<file path="config.mk">
export PLATFORM = sky130hd
export DESIGN_NAME = cla_addsub_pipe_flat
export DESIGN_NICKNAME = d
export VERILOG_FILES = /design/src/rtl/cla_addsub_pipe_if.sv /design/src/rtl/cla_addsub_pipe.sv /design/src/flat_wrapper.sv
export SDC_FILE = /design/constraint.sdc
export NUM_CORES = 1
export LEC_CHECK = 0
export BUFFER_PORTS_ARGS = -buffer_cell sky130_fd_sc_hd__buf_2
export CAP_MARGIN = 10
export CORE_MARGIN = 8
export CORE_UTILIZATION = 54
export DETAILED_ROUTE_END_ITERATION = 8
export PLACE_DENSITY = 0.85
export SLEW_MARGIN = 20
export SYNTH_ARGS = -nofsm -noshare
export SYNTH_HDL_FRONTEND = slang
export SYNTH_SLANG_ARGS = --single-unit
</file>
<file path="constraint.sdc">
create_clock -name clk -period 5.2 [get_ports clk]
set_input_delay 0.52 -clock clk [delete_from_list [all_inputs] [get_ports clk]]
set_output_delay 0.52 -clock clk [all_outputs]
set_load 0.02 [all_outputs]
</file>
<file path="src/rtl/cla_addsub_pipe_if.sv">
// cla_addsub_pipe_if: operand/result handshake bus (in: in_valid/in_ready a b cin sub; out: out_valid/out_ready sum cout ovf zero neg)
interface cla_addsub_pipe_if #(parameter int WIDTH = 32);
  logic in_valid, in_ready, cin, sub, out_valid, out_ready, cout, ovf, zero, neg;
  logic [WIDTH-1:0] a, b, sum;
  modport master (
    output in_valid, a, b, cin, sub, out_ready,
    input  in_ready, out_valid, sum, cout, ovf, zero, neg
  );
  modport slave (
    input  in_valid, a, b, cin, sub, out_ready,
    output in_ready, out_valid, sum, cout, ovf, zero, neg
  );
endinterface

</file>
<file path="src/rtl/cla_addsub_pipe.sv">
// cla_addsub_pipe: STAGES-deep pipelined CLA adder/subtractor; clk, rst (sync, high), bus.slave carries in/out valid-ready, a, b, cin, sub, sum, cout, ovf, zero, neg
module cla_addsub_pipe #(
  parameter int WIDTH  = 32,
  parameter int GROUP  = 4,
  parameter int STAGES = 2
) (
  input logic clk,
  input logic rst,
  cla_addsub_pipe_if.slave bus
);
  localparam int SW = WIDTH / STAGES;
  localparam int NG = SW / GROUP;
  localparam int L  = STAGES - 1;
  logic adv;
  function automatic logic [SW:0] cla(input logic [SW-1:0] x, input logic [SW-1:0] y, input logic ci);
    logic [SW-1:0] p, g, c;
    logic [NG-1:0] gp, gg;
    logic [NG:0] gc;
    p = x ^ y;
    g = x & y;
    gc[0] = ci;
    for (int j = 0; j < NG; j++) begin
      gg[j] = 1'b0;
      gp[j] = 1'b1;
      for (int i = 0; i < GROUP; i++) begin
        gg[j] = g[j*GROUP+i] | (p[j*GROUP+i] & gg[j]);
        gp[j] = gp[j] & p[j*GROUP+i];
      end
      gc[j+1] = gg[j] | (gp[j] & gc[j]);
      c[j*GROUP] = gc[j];
      for (int i = 1; i < GROUP; i++)
        c[j*GROUP+i] = g[j*GROUP+i-1] | (p[j*GROUP+i-1] & c[j*GROUP+i-1]);
    end
    return {gc[NG], p ^ c};
  endfunction
  assign adv = !bus.out_valid || bus.out_ready;
  assign bus.in_ready = adv;
  for (genvar k = 0; k < STAGES; k++) begin : g_st
    localparam int HW = WIDTH - k * SW;
    logic [HW-1:0] ia, ib;
    logic ic, iv;
    logic [SW:0] r;
    logic [(k+1)*SW-1:0] ns;
    assign r = cla(ia[SW-1:0], ib[SW-1:0], ic);
    if (k == 0) begin : g_in
      assign ia = bus.a;
      assign ib = bus.b ^ {WIDTH{bus.sub}};
      assign ic = bus.sub | bus.cin;
      assign iv = bus.in_valid;
      assign ns = r[SW-1:0];
    end else begin : g_reg
      logic [k*SW-1:0] is;
      always_ff @(posedge clk) begin
        if (rst) iv <= 1'b0;
        else if (adv) begin
          iv <= g_st[k-1].iv;
          ia <= g_st[k-1].ia[HW+SW-1:SW];
          ib <= g_st[k-1].ib[HW+SW-1:SW];
          ic <= g_st[k-1].r[SW];
          is <= g_st[k-1].ns;
        end
      end
      assign ns = {r[SW-1:0], is};
    end
  end
  logic [WIDTH-1:0] s;
  logic v, c, o, ma;
  assign s  = g_st[L].ns;
  assign v  = g_st[L].iv;
  assign c  = g_st[L].r[SW];
  assign ma = g_st[L].ia[SW-1];
  assign o  = (ma ~^ g_st[L].ib[SW-1]) & (s[WIDTH-1] ^ ma);
  always_ff @(posedge clk) begin
    if (rst || (adv && !v)) {bus.out_valid, bus.cout, bus.ovf, bus.zero, bus.neg, bus.sum} <= '0;
    else if (adv) {bus.out_valid, bus.cout, bus.ovf, bus.zero, bus.neg, bus.sum} <= {1'b1, c, o, ~|s, s[WIDTH-1], s};
  end
endmodule

</file>
<file path="src/flat_wrapper.sv">
// flat-port wrapper written by rule: the top's interface ports become plain ports
module cla_addsub_pipe_flat 
#(
  parameter int WIDTH  = 32,
  parameter int GROUP  = 4,
  parameter int STAGES = 2
)
  (clk, rst, bus_in_valid, bus_a, bus_b, bus_cin, bus_sub, bus_out_ready, bus_in_ready, bus_out_valid, bus_sum, bus_cout, bus_ovf, bus_zero, bus_neg);
  cla_addsub_pipe_if #(.WIDTH(WIDTH)) bus_i ();
  input logic clk;
  input logic rst;
  input wire logic [$bits(bus_i.in_valid)-1:0] bus_in_valid;
  input wire logic [$bits(bus_i.a)-1:0] bus_a;
  input wire logic [$bits(bus_i.b)-1:0] bus_b;
  input wire logic [$bits(bus_i.cin)-1:0] bus_cin;
  input wire logic [$bits(bus_i.sub)-1:0] bus_sub;
  input wire logic [$bits(bus_i.out_ready)-1:0] bus_out_ready;
  output wire logic [$bits(bus_i.in_ready)-1:0] bus_in_ready;
  output wire logic [$bits(bus_i.out_valid)-1:0] bus_out_valid;
  output wire logic [$bits(bus_i.sum)-1:0] bus_sum;
  output wire logic [$bits(bus_i.cout)-1:0] bus_cout;
  output wire logic [$bits(bus_i.ovf)-1:0] bus_ovf;
  output wire logic [$bits(bus_i.zero)-1:0] bus_zero;
  output wire logic [$bits(bus_i.neg)-1:0] bus_neg;
  assign bus_i.in_valid = bus_in_valid;
  assign bus_i.a = bus_a;
  assign bus_i.b = bus_b;
  assign bus_i.cin = bus_cin;
  assign bus_i.sub = bus_sub;
  assign bus_i.out_ready = bus_out_ready;
  assign bus_in_ready = bus_i.in_ready;
  assign bus_out_valid = bus_i.out_valid;
  assign bus_sum = bus_i.sum;
  assign bus_cout = bus_i.cout;
  assign bus_ovf = bus_i.ovf;
  assign bus_zero = bus_i.zero;
  assign bus_neg = bus_i.neg;
  cla_addsub_pipe #(.WIDTH(WIDTH), .GROUP(GROUP), .STAGES(STAGES)) u_core (.clk(clk), .rst(rst), .bus(bus_i));
endmodule
</file>
==> summary.md <==
| Metric | Value |
|---|---|
| Vias in the first global route | `between 3000 and 4000` |
| Cell variety after synth | `46` |
| Final period utilization | `78.91%` |
| Synth warnings | `0` |
| Nets | `between 600 and 700` |
| Post-cts sizing count | `0` |
| Endpoints failing hold | `0` |
| Clock root cell | `clkbuf_8` |
| Crit. End Element | `flip-flop` |
| Synth area leaders | `edfxtp_1, dfxtp_1, fa_1` |
| Top-count cell post-synth | `nand2_1` |
| Initial antenna violation count | `0` |
| DRC Markers | `0` |
| Min-delay worst type | `input port to flip-flop` |
| Global route total overflow | `0` |
| Top-area cell type share of the netlist area | `approximately 32%` |
| Total GRT Usage | `roughly 18%` |
| Seq/Total Area, Yosys | `just under 50%` |
| Status | `finished clean` |
| Worst Path Arrival | `about 4400 ps` |
| CTS tree | `done` |
| Leakage power | `2.532 nW` |
| Area grow syn2layout | `17.55%` |
| CP Launch Type | `flip-flop` |
| EDFF count, synth | `49` |
| Starting DRT DRC Count | `163` |
| Die width | `~110 um` |
| TritonRoute pass-1 iters | `4` |
| Skew final | `between 9 and 10 ps` |
| Vias | `roughly 3300` |
| Post-CTS setup repair buffer count | `0` |
| Syn Nets | `roughly 540` |
| Routed Antenna Nets | `0` |
| First-pass GRT wire length | `16520 um` |
| Port Buffers | `~110` |
| Power Total | `~1.7 mW` |
| Max-slew headroom | `between 40% and 50%` |
| Worst flop-to-flop path startpoint | `u_core.g_st[1].ib[6]` |
| Largest buffer count on any clock path | `2` |
| Clock sinks | `86` |
| Synthesized netlist cell count | `410` |
| CTS buffer count | `9` |
| Seq cells post-synth | `86` |
| CP startpoint | `u_core.g_st[1].ib[6]` |
| Area leader, netlist | `edfxtp_1` |
| Ports | `roughly 110` |
| DR WL/cell | `approximately 16 um` |
| Vias per cell | `around 5.3` |
| Ys async rst share | `0%` |
| Reg clk slew, reported paths | `~90 ps` |
| Min-delay src | `bus_a[27]` |
| RSZ-0062 raised after global routing | `false` |
| Worst skew pair latency | `roughly 350 ps` |
| Chip Height | `around 110 um` |
| # diodes | `0` |
| Syn Std Cell Area | `approximately 4600 um^2` |
| Max IR drop VDD | `approximately 0.00022 V` |
| CP Max Fanout | `2` |
| Die area | `between 10000 and 15000 um^2` |
| Final setup fails | `0` |
| Max-Cap Viols | `0` |
| Post-synth top cells | `nand2_1, edfxtp_1, inv_1, a21oi_1, dfxtp_1` |
| Worst-Margin Slew | `just under 900 ps` |
| Avg Synthesized Cell Area | `11.20 um^2` |
| Largest net degree at the start of global routing | `50` |
| TNS Setup | `0 ps` |
| Share of layout cells above drive strength 1 | `between 20% and 30%` |
| GP Congestion | `slightly above 0.8` |
| Ys flop type | `edfxtp_1` |
| Max Fclk | `~0.24 GHz` |
| Initial Util | `55.89%` |
| Setup Crit Path Kind | `flip-flop to flip-flop` |
| Pins Over Slew Limit | `0` |
| Rows | `33` |
| Fin crit period | `between 4000 and 5000 ps` |
| Routed wire length | `between 10000 and 15000 um` |
| Worst Path Required | `between 5000 and 6000 ps` |
| Hold buffer count at cts | `0` |
| Power Density | `between 300 and 400 nW/um^2` |
| DPL Wire Length | `7997 um` |
| Core area | `between 8000 and 9000 um^2` |
| Htree depth | `3` |
worst paths after layout:
path                            slack, ps  cells after the start               endpoint
worst min-delay path                  340                      1  u_core.g_st[1].ia[11]
worst min register to register        450                      2     u_core.bus.sum[30]
worst max register to register       1100                     12        u_core.bus.zero
worst max-delay path                 1100                     12        u_core.bus.zero
registers in the layout, summed over array words and instances, names as in the netlist:
| register | flops |
|---|---|
| u_core.bus.cout | 1 |
| u_core.bus.neg | 1 |
| u_core.bus.out_valid | 1 |
| u_core.bus.ovf | 1 |
| u_core.bus.sum | 31 |
| u_core.bus.zero | 1 |
| u_core.g_st.g_reg.is | 16 |
| u_core.g_st.ia | 16 |
| u_core.g_st.ib | 16 |
| u_core.g_st.ic | 1 |
| u_core.g_st.iv | 1 |
layout make-up:
cell class              count  area (um^2)
flip-flops and latches     86         2212
well taps                 105        131.4
clock buffers              11        141.4
inverters                  44        165.2
multi-input cells         264         2132
repair buffers            110        558.0
clock inverters             5        57.56
fillers                   642         2819
power by group:
part	leakage, nW	total [mW]	switching (mW)	internal, mW
combinational	1.65	0.387	0.224	0.163
clock	0.0999	0.468	0.232	0.236
sequential	0.778	0.832	0.0355	0.796
total	2.53	1.69	0.491	1.19
kinds of logic (layout without fill, tap and decap cells):
| family | count (synthesis) | after routing | synth area share [%] |
|---|---|---|---|
| AO/OA/AOI/OAI | 69 | 69 | 9.346 |
| XOR/XNOR | 41 | 41 | 7.984 |
| adder cells (fa/ha/maj) | 56 | 56 | 19.18 |
| buffers and inverters | 60 | 170 | 5.558 |
| flip-flops | 86 | 86 | 48.17 |
| AND/OR/NAND/NOR | 98 | 98 | 9.755 |
routing by layer:
| metal | track usage, % | wire length [um] |
|---|---|---|
| met1 | 21.95 | 4150 |
| met2 | 29.51 | 5043 |
| met5 | 0 | 0 |
| met4 | 7.136 | 239 |
| met3 | 5.057 | 688 |
placed cells by master, fill, tap and decap left out, types with 3 or more instances in the layout:
master    netlist  routed
a211oi_1        5       5
a21o_1          6       6
a21oi_1        41      41
and4_1          3       3
buf_2           9     107
buf_4           3       3
clkbuf_8        0      10
dfxtp_1        37      37
edfxtp_1       49      49
fa_1           24      24
ha_1           32      32
inv_1          42      42
nand2_1        64      64
nand4_1         4       4
nor2_1         10       9
nor4_1          5       5
xnor2_1         8       8
xor2_1         32      32
through the flow:
step / instance area, um^2 / cells / setup slack, ps / hold WS, ps / utilization (%)
after floorplan: 4592 / 410 / 1480 / 450.5 / -
after global placement: 5199 / 609 / 1294 / 437.6 / 63.27
after detailed placement: 5199 / 609 / 1189 / 441.9 / 63.27
after CTS: 5398 / 625 / 1110 / 321.1 / 65.69
after global routing: 5398 / 625 / 924.4 / 310.1 / 65.69
final: 5398 / 625 / 1097 / 336.0 / 65.69
worst max-delay path, stage by stage, from the launching register on:
cell      delay, ps
edfxtp_1        440
ha_1            330
a21o_1          180
a221o_1         360
a22oi_1         300
nand2b_1        140
fa_1            470
fa_1            460
fa_1            480
xnor2_1         210
nand4_1         130
or3_1           400
a21oi_2         130
(Power assumes the default switching activity.)
